[config.mk]
export PLATFORM = sky130hd
export DESIGN_NAME = matrix_result_serializer_flat
export DESIGN_NICKNAME = d
export VERILOG_FILES = /design/src/rtl/matrix_result_serializer_if.sv /design/src/rtl/matrix_result_serializer.sv /design/src/flat_wrapper.sv
export SDC_FILE = /design/constraint.sdc
export NUM_CORES = 1
export LEC_CHECK = 0
export CAP_MARGIN = 25
export CORE_ASPECT_RATIO = 1.1
export CORE_UTILIZATION = 25
export CTS_BUF_LIST = sky130_fd_sc_hd__clkbuf_16
export DETAILED_ROUTE_END_ITERATION = 6
export PLACE_DENSITY_LB_ADDON = 0.3
export SKIP_LAST_GASP = 1
export SYNTH_ARGS = -nofsm -noshare
export SYNTH_HDL_FRONTEND = slang
export SYNTH_SLANG_ARGS = --single-unit
[constraint.sdc]
create_clock -name clk -period 4.6 [get_ports clk]
set_input_delay 1.15 -clock clk [delete_from_list [all_inputs] [get_ports clk]]
set_output_delay 1.15 -clock clk [all_outputs]
set_load 0.1 [all_outputs]
[src/rtl/matrix_result_serializer_if.sv]
// Handshake bundle between a packed-matrix producer, the serializer and an
// element-stream sink. The master side is the serializer itself.
interface matrix_result_serializer_if #(
   parameter int ELEM_W = 4
);
   logic                  in_valid;
   logic                  in_ready;
   logic [4*ELEM_W-1:0]   in_matrix;
   logic                  in_colmajor;
   logic                  out_valid;
   logic                  out_ready;
   logic [ELEM_W-1:0]     out_elem;
   logic                  out_row;
   logic                  out_col;
   logic                  out_first;
   logic                  out_last;

   modport master (
      input  in_valid, in_matrix, in_colmajor, out_ready,
      output in_ready, out_valid, out_elem, out_row, out_col, out_first, out_last
   );

   modport slave (
      output in_valid, in_matrix, in_colmajor, out_ready,
      input  in_ready, out_valid, out_elem, out_row, out_col, out_first, out_last
   );
endinterface

[src/rtl/matrix_result_serializer.sv]
// Serializes packed 2x2 matrices {m11,m12,m21,m22} into a tagged element stream,
// with a one-deep pending slot so consecutive matrices stream without bubbles.
module matrix_result_serializer #(
   parameter int ELEM_W = 4
) (
   input  logic                        clk,
   input  logic                        rst,
   matrix_result_serializer_if.master  bus,
   output logic                        busy,
   output logic [7:0]                  mat_count
);
   localparam int MAT_W = 4 * ELEM_W;

   typedef enum logic {
      IDLE = 1'b0,
      SEND = 1'b1
   } state_t;

   state_t             state_reg, state_next;
   logic [MAT_W-1:0]   act_matrix_reg, act_matrix_next;
   logic               act_colmajor_reg, act_colmajor_next;
   logic [1:0]         act_index_reg, act_index_next;
   logic [MAT_W-1:0]   pend_matrix_reg, pend_matrix_next;
   logic               pend_colmajor_reg, pend_colmajor_next;
   logic               pend_valid_reg, pend_valid_next;
   logic [7:0]         mat_count_reg, mat_count_next;

   logic               sending;
   logic               accept;
   logic               elem_hs;
   logic               last_hs;
   logic               cur_row;
   logic               cur_col;
   logic [ELEM_W-1:0]  elems [4];

   // elems[{row,col}] picks the field for that position; (0,0) sits in the MSBs.
   generate
      for (genvar gi = 0; gi < 4; gi++) begin : g_field
         assign elems[gi] = act_matrix_reg[(3-gi)*ELEM_W +: ELEM_W];
      end
   endgenerate

   assign sending = (state_reg == SEND);
   assign accept  = bus.in_valid & ~pend_valid_reg;
   assign elem_hs = sending & bus.out_ready;
   assign last_hs = elem_hs & (act_index_reg == 2'd3);

   // Column-major order is row-major with the roles of the index bits swapped.
   assign cur_row = act_colmajor_reg ? act_index_reg[0] : act_index_reg[1];
   assign cur_col = act_colmajor_reg ? act_index_reg[1] : act_index_reg[0];

   assign bus.in_ready  = ~pend_valid_reg;
   assign bus.out_valid = sending;
   assign bus.out_elem  = sending ? elems[{cur_row, cur_col}] : '0;
   assign bus.out_row   = sending & cur_row;
   assign bus.out_col   = sending & cur_col;
   assign bus.out_first = sending & (act_index_reg == 2'd0);
   assign bus.out_last  = sending & (act_index_reg == 2'd3);
   assign busy          = sending | pend_valid_reg;
   assign mat_count     = mat_count_reg;

   always_comb begin
      state_next = state_reg;
      case (state_reg)
         IDLE: if (accept) state_next = SEND;
         SEND: if (last_hs && !pend_valid_reg && !accept) state_next = IDLE;
         default: state_next = IDLE;
      endcase
   end

   always_comb begin
      act_matrix_next    = act_matrix_reg;
      act_colmajor_next  = act_colmajor_reg;
      act_index_next     = act_index_reg;
      pend_matrix_next   = pend_matrix_reg;
      pend_colmajor_next = pend_colmajor_reg;
      pend_valid_next    = pend_valid_reg;
      mat_count_next     = mat_count_reg;

      if (elem_hs && !last_hs) begin
         act_index_next = act_index_reg + 2'd1;
      end

      if (last_hs) begin
         mat_count_next = mat_count_reg + 8'd1;
         if (pend_valid_reg) begin
            act_matrix_next   = pend_matrix_reg;
            act_colmajor_next = pend_colmajor_reg;
            act_index_next    = 2'd0;
            pend_valid_next   = 1'b0;
         end
      end

      // accept implies the pending slot was empty, so it never races the
      // pending-to-active move above.
      if (accept) begin
         if (!sending || last_hs) begin
            act_matrix_next   = bus.in_matrix;
            act_colmajor_next = bus.in_colmajor;
            act_index_next    = 2'd0;
         end else begin
            pend_matrix_next   = bus.in_matrix;
            pend_colmajor_next = bus.in_colmajor;
            pend_valid_next    = 1'b1;
         end
      end
   end

   always_ff @(posedge clk or posedge rst) begin
      if (rst) begin
         state_reg         <= IDLE;
         act_matrix_reg    <= '0;
         act_colmajor_reg  <= 1'b0;
         act_index_reg     <= 2'd0;
         pend_matrix_reg   <= '0;
         pend_colmajor_reg <= 1'b0;
         pend_valid_reg    <= 1'b0;
         mat_count_reg     <= 8'd0;
      end else begin
         state_reg         <= state_next;
         act_matrix_reg    <= act_matrix_next;
         act_colmajor_reg  <= act_colmajor_next;
         act_index_reg     <= act_index_next;
         pend_matrix_reg   <= pend_matrix_next;
         pend_colmajor_reg <= pend_colmajor_next;
         pend_valid_reg    <= pend_valid_next;
         mat_count_reg     <= mat_count_next;
      end
   end
endmodule

[src/flat_wrapper.sv]
// flat-port wrapper written by rule: the top's interface ports become plain ports
module matrix_result_serializer_flat 
#(
   parameter int ELEM_W = 4
)
  (clk, rst, busy, mat_count, bus_in_valid, bus_in_matrix, bus_in_colmajor, bus_out_ready, bus_in_ready, bus_out_valid, bus_out_elem, bus_out_row, bus_out_col, bus_out_first, bus_out_last);
  matrix_result_serializer_if #(.ELEM_W(ELEM_W)) bus_i ();
  input  logic clk;
  input  logic rst;
  output logic busy;
  output logic [7:0] mat_count;
  input wire logic [$bits(bus_i.in_valid)-1:0] bus_in_valid;
  input wire logic [$bits(bus_i.in_matrix)-1:0] bus_in_matrix;
  input wire logic [$bits(bus_i.in_colmajor)-1:0] bus_in_colmajor;
  input wire logic [$bits(bus_i.out_ready)-1:0] bus_out_ready;
  output wire logic [$bits(bus_i.in_ready)-1:0] bus_in_ready;
  output wire logic [$bits(bus_i.out_valid)-1:0] bus_out_valid;
  output wire logic [$bits(bus_i.out_elem)-1:0] bus_out_elem;
  output wire logic [$bits(bus_i.out_row)-1:0] bus_out_row;
  output wire logic [$bits(bus_i.out_col)-1:0] bus_out_col;
  output wire logic [$bits(bus_i.out_first)-1:0] bus_out_first;
  output wire logic [$bits(bus_i.out_last)-1:0] bus_out_last;
  assign bus_i.in_valid = bus_in_valid;
  assign bus_i.in_matrix = bus_in_matrix;
  assign bus_i.in_colmajor = bus_in_colmajor;
  assign bus_i.out_ready = bus_out_ready;
  assign bus_in_ready = bus_i.in_ready;
  assign bus_out_valid = bus_i.out_valid;
  assign bus_out_elem = bus_i.out_elem;
  assign bus_out_row = bus_i.out_row;
  assign bus_out_col = bus_i.out_col;
  assign bus_out_first = bus_i.out_first;
  assign bus_out_last = bus_i.out_last;
  matrix_result_serializer #(.ELEM_W(ELEM_W)) u_core (.clk(clk), .rst(rst), .bus(bus_i), .busy(busy), .mat_count(mat_count));
endmodule
Word-level counts from Yosys, hierarchy flattened
Cells that the tools add are included.

storage, ports and cells
  flip-flop bits (word level) = 46
  input port bits = 21
  output and inout bits = 19
  word-level logic and storage cells = 59

cells by class
  add/subtract/negate cells = 2
  order comparisons = 1
  equality and inequality tests = 1
  mux-type cells = 25
  bitwise gates (word level) = 12
  reduce and logical (&&, ||, !) cells = 10

operators by type and width
  operator               count
  $mux W16               4
  $mux W4                3
  $mux W1                11
  $mux W2                5
  $add A8 B1 Y8 const B  1
  $bmux W4 S2            1
  $and A1 B1 Y1          7
  $logic_not A1 Y1       4
  $ge A3 B3 Y1 const B   1
  $logic_and A1 B1 Y1    3
  $not A1 Y1             3
  $not A2 Y3             1
  $add A2 B1 Y2 const B  1
  $eq A2 B2 Y1 const B   1
  $logic_not A2 Y1       1
  $pmux W1 S2            1
  $reduce_and A2 Y1      1
  $logic_or A1 B1 Y1     1
  $or A1 B1 Y1           1

Depth between registers and ports, before layout
Gate-level depths: netlist of the first run.

  word-level depth = 9
  depth in mapped cells = 6
  mapped depth without buffers = 4

Worst setup path before layout of the first run
No wires, ideal clock.

  kind = reg2out
  start point = reg u_core.state_reg, in the netlist u_core.bus.out_valid
  end point = out bus_out_elem[2]
  arrival = 3.186 ns
  slack = 0.264 ns
  stages on the path, launching flop included = 5
  path buffers = 2
  cell sequence = dfrtp_1 > clkbuf_8 > clkbuf_1 > nand2_1 > o221ai_1

on the way
  word-level cells in the longest chain between the ends = 1

ends and longest elaborated chain
  item                    line                             text
  start, declared         matrix_result_serializer.sv:19   state_t state_reg, state_next;
  start signal, assigned  matrix_result_serializer.sv:120  state_reg <= state_next;
  $mux W4                 matrix_result_serializer.sv:54   assign bus.out_elem = sending ? elems[{cur_row, cur_col}] : '0;
  end, declared           flat_wrapper.sv:18               output wire logic [$bits(bus_i.out_elem)-1:0] bus_out_elem;

No other way between the ends.

Final worst setup path of the first run
  start point = reg u_core.act_index_reg[1]
  end point = out bus_out_col

on the way
  word-level cells in the longest chain between the ends = 2

ends and longest elaborated chain
  item                    line                             text
  start, declared         matrix_result_serializer.sv:22   logic [1:0] act_index_reg, act_index_next;
  start signal, assigned  matrix_result_serializer.sv:123  act_index_reg <= act_index_next;
  $mux W1                 matrix_result_serializer.sv:50   assign cur_col = act_colmajor_reg ? act_index_reg[1] : act_index_reg[0];
  $and A1 B1 Y1           matrix_result_serializer.sv:56   assign bus.out_col = sending & cur_col;
  end, declared           flat_wrapper.sv:20               output wire logic [$bits(bus_i.out_col)-1:0] bus_out_col;

No other way between the ends.

==> impl_results.md, run 1 <==
- Hold Path Class: flop to flop
- Post-synth top cells: dfrtp_1 (46), mux2_2 (37), mux2_4 (16)
- CTS resizes: 0
- EDFF count, synth: 0
- Critical path startpoint category: flop
- Reg-to-reg slack, setup: 2.37 ns
- Setup crit end kind: output pin
- Kind of critical path: flop to output pin
- CTS root buf: clkbuf_16
- Synth Area in Simple Gates: 0.0893
- Via/cell ratio: 4.39
- Largest net degree at the start of global routing: 47
- Adder-cell area share of the yosys netlist: 0.0160
- Mux contribution to synthesized area: 0.306
- Gr ovfl total: 0
- 1st-iter DRT viols: 59
- Post-route antenna net violation count: 0
- Setup violators final: 0
- Leading area contributor after synthesis: dfrtp_1
- Netlist cell types: 31
- CTS clk-pin slew, worst paths: 0.07 ns
- Worst-Margin Slew: 0.974 ns
- Compound-gate portion of the synthesized area: 0.0331
- Core Area: 8960 um^2
- Clk_lat worst skew: just under 0.3 ns
- Crit path DAT: 2.52 ns
- Main combinational cell family by area after synthesis: multiplexers
- FP Rows: 36
- Final TNS setup: 0 ns
- Async S/R FF share, synth: 1.00
- # diodes: 0
- Nets: 237
- Rel. slew slack: 0.348
- Layout area overhead: 26.1%
- Avg Cell Area, Syn: ~14 um^2
- Fraction of the yosys area taken by sequential cells: 0.492
- IO Port Bufs: 39
- # fillers: 914
- GRT Overall Usage: 0.102
- Reg-to-reg startpoint: u_core.act_index_reg[1]$_DFF_PP0_
- DRC Markers: 0
- Htree depth: 2
- TritonCTS clock tree: yes
- Vias in the first global route: between 1000 and 1500
- Die area: 9760 um^2
- First-pass detailed-route iteration total: 4
- Endpoints failing hold: 0
- Fmax achieved: between 200 and 300 MHz
- Clk buf depth: 2
- Mapped Nets: 197
- Inserted Clock Buffers: 5
- Ys flop type: dfrtp_1
- Critical Path End: bus_out_col
- Crit-path slowest cell: clkdlybuf4s50_1
- Yosys reg bits: 46
- Reg2Reg Depth: 4
- DR WL/cell: 14.1 um
- Clock Skew: 0.0107 ns
- Via count: 1441
- Proportion of layout cells with a drive suffix above 1: 0.332
- Max Slew Vio Count: 0
- Synth Area in XOR/XNOR: 0.0299
- Tcrit/Tclk final: 0.799
- Top post-synthesis cells by area: dfrtp_1 (49%), mux2_2 (18%), mux2_4 (10%)
- Setup Fix Bufs, Post-CTS: 0
- CTS Hold Buffers Added: 0
- Reg-to-reg endpoint: u_core.act_colmajor_reg$_DFF_PP0_
- DP HPWL: 3.24 mm
- Synthesis Warnings: 0
- Chip width: between 90 and 100 um
- Gpl congestion: 0.705
- Sink Count: 46
- Die height: 103 um
- CP cell instances: mux2i_1, nor2b_1, clkdlybuf4s50_1
- Top-count cell post-synth: dfrtp_1
- Status: complete, no violations
- Max incr delay on CP: 1.18 ns
- Crit path from: u_core.act_index_reg[1]$_DFF_PP0_
- Io pins: 40
- Post-Synthesis Cells: 173
- Min cycle time layout: 3.67 ns
- Initial Utilization: 0.261
- First-pass GRT wire length: 7.46 mm
- Synthesized area: 2340 um^2
- Yosys top cell area share: 0.492
- CP max FO: 11
- Routed WL: 4.61 mm
- Antenna violations before repair: 0
- CP required: 3.45 ns
- Unrepaired setup endpoints after global routing: false
- MaxCap Viol Count: 0
per-layer routing:
| metal | share of wire | track usage | up-vias |
|---|---|---|---|
| met5 | 0 | 0 | - |
| met4 | 0.013 | 0.0426 | 0 |
| met3 | 0.042 | 0.0241 | 5 |
| met2 | 0.45 | 0.161 | 33 |
| met1 | 0.49 | 0.133 | 704 |
| li1 | - | - | 699 |
cells by family after synthesis:
group | after synthesis
DFF | 46
buffers and inverters | 11
xor gates and xnor gates | 8
and+or+nand+nor | 36
muxes | 59
AOI/OAI and AO/OA | 10
adders and majority gates | 3
critical path, delay by kind of cell (launching register included):
| family | cells | cell delay, ns |
|---|---|---|
| buf+inv | 1 | 1.18 |
| flops | 1 | 0.52 |
| mux | 1 | 0.29 |
| simple gates | 1 | 0.26 |
cells in the final DEF (no fill, tap or decap), types with 2 or more instances in the layout:
cell type | netlist | final
nand2_1 | 10 | 10
clkinv_2 | 0 | 2
nand3_1 | 6 | 6
o221ai_1 | 4 | 4
and2_1 | 2 | 2
mux2_4 | 16 | 16
clkdlybuf4s50_1 | 0 | 35
dfrtp_1 | 46 | 46
mux2_2 | 37 | 37
clkbuf_16 | 0 | 5
nor2b_1 | 3 | 3
xor2_1 | 5 | 5
xnor2_1 | 3 | 3
buf_4 | 0 | 5
mux2i_1 | 6 | 6
nand4_1 | 2 | 2
nor2_1 | 3 | 3
ha_1 | 3 | 3
a22oi_1 | 4 | 4
and3_2 | 2 | 2
inv_1 | 4 | 3
nor3_1 | 2 | 2
how the worst min path moves through the flow:
stage                     depth (start not counted)                             startpoint                                     to  slack, ns
after floorplan                                   1  u_core.pend_matrix_reg[5]$_DFFE_PP0P_  u_core.pend_matrix_reg[5]$_DFFE_PP0P_       0.48
after global placement                            1        u_core.mat_count[7]$_DFFE_PP0P_        u_core.mat_count[7]$_DFFE_PP0P_       0.47
after detailed placement                          1        u_core.mat_count[7]$_DFFE_PP0P_        u_core.mat_count[7]$_DFFE_PP0P_       0.47
after CTS                                         1        u_core.mat_count[7]$_DFFE_PP0P_        u_core.mat_count[7]$_DFFE_PP0P_       0.49
after global routing                              1        u_core.mat_count[7]$_DFFE_PP0P_        u_core.mat_count[7]$_DFFE_PP0P_       0.50
final                                             1        u_core.mat_count[7]$_DFFE_PP0P_        u_core.mat_count[7]$_DFFE_PP0P_       0.48
per-stage QoR:
step                instances  hold slack, ns  utilization  setup WS [ns]  instance area [um^2]
global placement          320           0.471        0.313           1.28                  2810
floorplan                 173           0.475            -          0.264                  2340
global route              328           0.504        0.329          0.845                  2950
CTS                       328           0.486        0.329          0.949                  2950
detailed placement        320           0.471        0.313           1.27                  2810
finish                    328           0.478        0.329          0.925                  2950
final cells by class:
| type | instances | area [um^2] | area share |
|---|---|---|---|
| Sequential cell | 46 | 1150 | 0.390 |
| Multi-Input combinational cell | 116 | 1110 | 0.376 |
| Timing Repair Buffer | 40 | 388 | 0.131 |
| Tap cell | 114 | 143 | 0.0483 |
| Clock buffer | 5 | 125 | 0.0424 |
| Clock inverter | 3 | 18.8 | 0.00636 |
| Inverter | 4 | 15.0 | 0.00509 |
Power of run 1 is left out: the tool's default activity adds up to more than one toggle a clock period on the data nets, which glitch-free logic cannot reach.
==> run 2: changes to the inputs <==
==> constraint.sdc (replaced) <==
create_clock -name clk -period 3.1 [get_ports clk]
set_input_delay 0.775 -clock clk [delete_from_list [all_inputs] [get_ports clk]]
set_output_delay 0.775 -clock clk [all_outputs]
set_load 0.1 [all_outputs]
==> impl_results.md, run 2 (synthesis gave the netlist of run 1 again) <==
- Status: complete, no violations
- Fmax achieved: 374 MHz
- Reg-to-reg slack, setup: just under 1 ns
- Via count: roughly 1500
- CTS Hold Buffers Added: 0
- Commonest non-fill, non-tap cells in the layout: dfrtp_1 (46), mux2_2 (37), clkdlybuf4s50_1 (20)
- Layout area overhead: 28.5%
- CTS clk-pin slew, worst paths: 0.06 ns
- Top delay family on crit path: flip-flops
- Reg-to-reg endpoint: u_core.act_matrix_reg[9]$_DFF_PP0_
- Die area: 9760 um^2
- Die height: 103 um
- Hold Crit Endpoint: u_core.mat_count[7]$_DFFE_PP0P_
- First-pass detailed-route iteration total: 3
- Reg-to-reg startpoint: u_core.act_index_reg[1]$_DFF_PP0_
- Sink Count: 46
- Min cycle time layout: ~2.7 ns
- Worst path bufs/invs: 1
- FP Rows: 36
- Crit-path slowest cell: dfrtp_1
- Vias in the first global route: around 1500
- CTS root buf: clkbuf_16
- 1st-iter DRT viols: 77
- Antenna violations before repair: 0
- Crit path DAT: between 1.5 and 2 ns
- Gr ovfl total: 0
- Clock Skew: between 0.006 and 0.007 ns
- IO Port Bufs: 39
- Via/cell ratio: 4.47
- Tcrit/Tclk final: 0.862
- Io pins: 40
- Chip width: between 90 and 100 um
- # diodes: 0
- CP cell instances: nand2_1, o221ai_2, buf_12
- Proportion of layout cells with a drive suffix above 1: 0.431
- Critical path startpoint category: flop
- Endpoints failing hold: 0
- Kind of critical path: flop to output pin
- Setup Fix Bufs, Post-CTS: 0
- Max incr delay on CP: 0.74 ns
- Nets: 240
- Htree depth: 2
- DRC Markers: 0
- GRT Overall Usage: 0.104
- Hold Path Class: flop to flop
- Worst Slack Setup Final: 0.428 ns
- CP max FO: 19
- Rel. slew slack: 0.584
- Hold depth: 1
- Commonest non-fill, non-tap cell in the layout: dfrtp_1
- Reg2Reg Depth: 4
- Max Slew Vio Count: 0
- Post-route antenna net violation count: 0
- Inserted Clock Buffers: 5
- DP HPWL: 3.22 mm
- Routed WL: 4.63 mm
- Largest net degree at the start of global routing: 47
- HP Start: u_core.mat_count[7]$_DFFE_PP0P_
- First-pass GRT wire length: 7.67 mm
- CP required: 2.32 ns
- DR WL/cell: around 14 um
- Initial Utilization: 0.261
- Worst-Margin Slew: 0.624 ns
- Post-place setup slack: 0.447 ns
- Gpl congestion: around 0.68
- Setup violators final: 0
- Final TNS setup: 0 ns
- Core Area: between 8000 and 9000 um^2
- Setup crit end kind: output pin
- Clk_lat worst skew: 0.28 ns
- MaxCap Viol Count: 0
- CTS resizes: 0
- Clk buf depth: 2
- Crit path depth: 3
- TritonCTS clock tree: yes
- Unrepaired setup endpoints after global routing: false
## run 2: changes by cell type in the layout (fill, tap and decap cells not counted)
cell             delta
buf_12              +4
buf_4              +14
clkdlybuf4s50_1    -15
clkinv_2            -2
clkinvlp_4          +1
inv_1               +1
inv_6               -1
nor2b_1             -2
nor2b_2             +2
o221ai_1            -4
o221ai_2            +4
## run 2: final cells by class
class | instances | area [um^2]
inverters | 4 | 15.0
clock buffers | 5 | 125
multi-input cells | 116 | 1140
flip-flops and latches | 46 | 1150
fillers | 880 | 5950
repair buffers | 43 | 423
well taps | 114 | 143
clock inverters | 2 | 11.3
## run 2: metrics by stage
stage / hold WS [ns] / std cells / utilization / area (um^2)
finish: 0.473 / 330 / 0.336 / 3010
CTS: 0.480 / 330 / 0.336 / 3010
global route: 0.508 / 330 / 0.336 / 3010
detailed placement: 0.467 / 323 / 0.320 / 2870
global placement: 0.465 / 323 / 0.320 / 2870
floorplan: 0.475 / 173 / - / 2370
## run 2: routing by layer
metal	track usage	up-vias	share of wire
met4	0.0320	0	0.012
met3	0.0249	4	0.038
met5	0	-	0
li1	-	707	-
met1	0.139	735	0.48
met2	0.168	30	0.47
## run 2: worst reg2reg max path: stages, from the launching register on
cell	delay, ns
dfrtp_1	0.53
ha_1	0.36
nand4_4	0.41
mux2_4	0.45
mux2_4	0.25
## run 2: worst max path at each step
| stage | from | slack [ns] | to |
|---|---|---|---|
| after floorplan | u_core.bus.out_valid$_DFF_PP0_ | -0.26 | bus_out_elem[2] |
| after global placement | bus_out_ready | 0.48 | u_core.act_matrix_reg[13]$_DFF_PP0_ |
| after detailed placement | bus_out_ready | 0.45 | u_core.act_matrix_reg[9]$_DFF_PP0_ |
| after CTS | u_core.bus.out_valid$_DFF_PP0_ | 0.43 | bus_out_elem[3] |
| after global routing | u_core.act_index_reg[1]$_DFF_PP0_ | 0.34 | bus_out_elem[2] |
| final | u_core.bus.out_valid$_DFF_PP0_ | 0.43 | bus_out_elem[1] |
Power of run 2 is left out for the same reason.
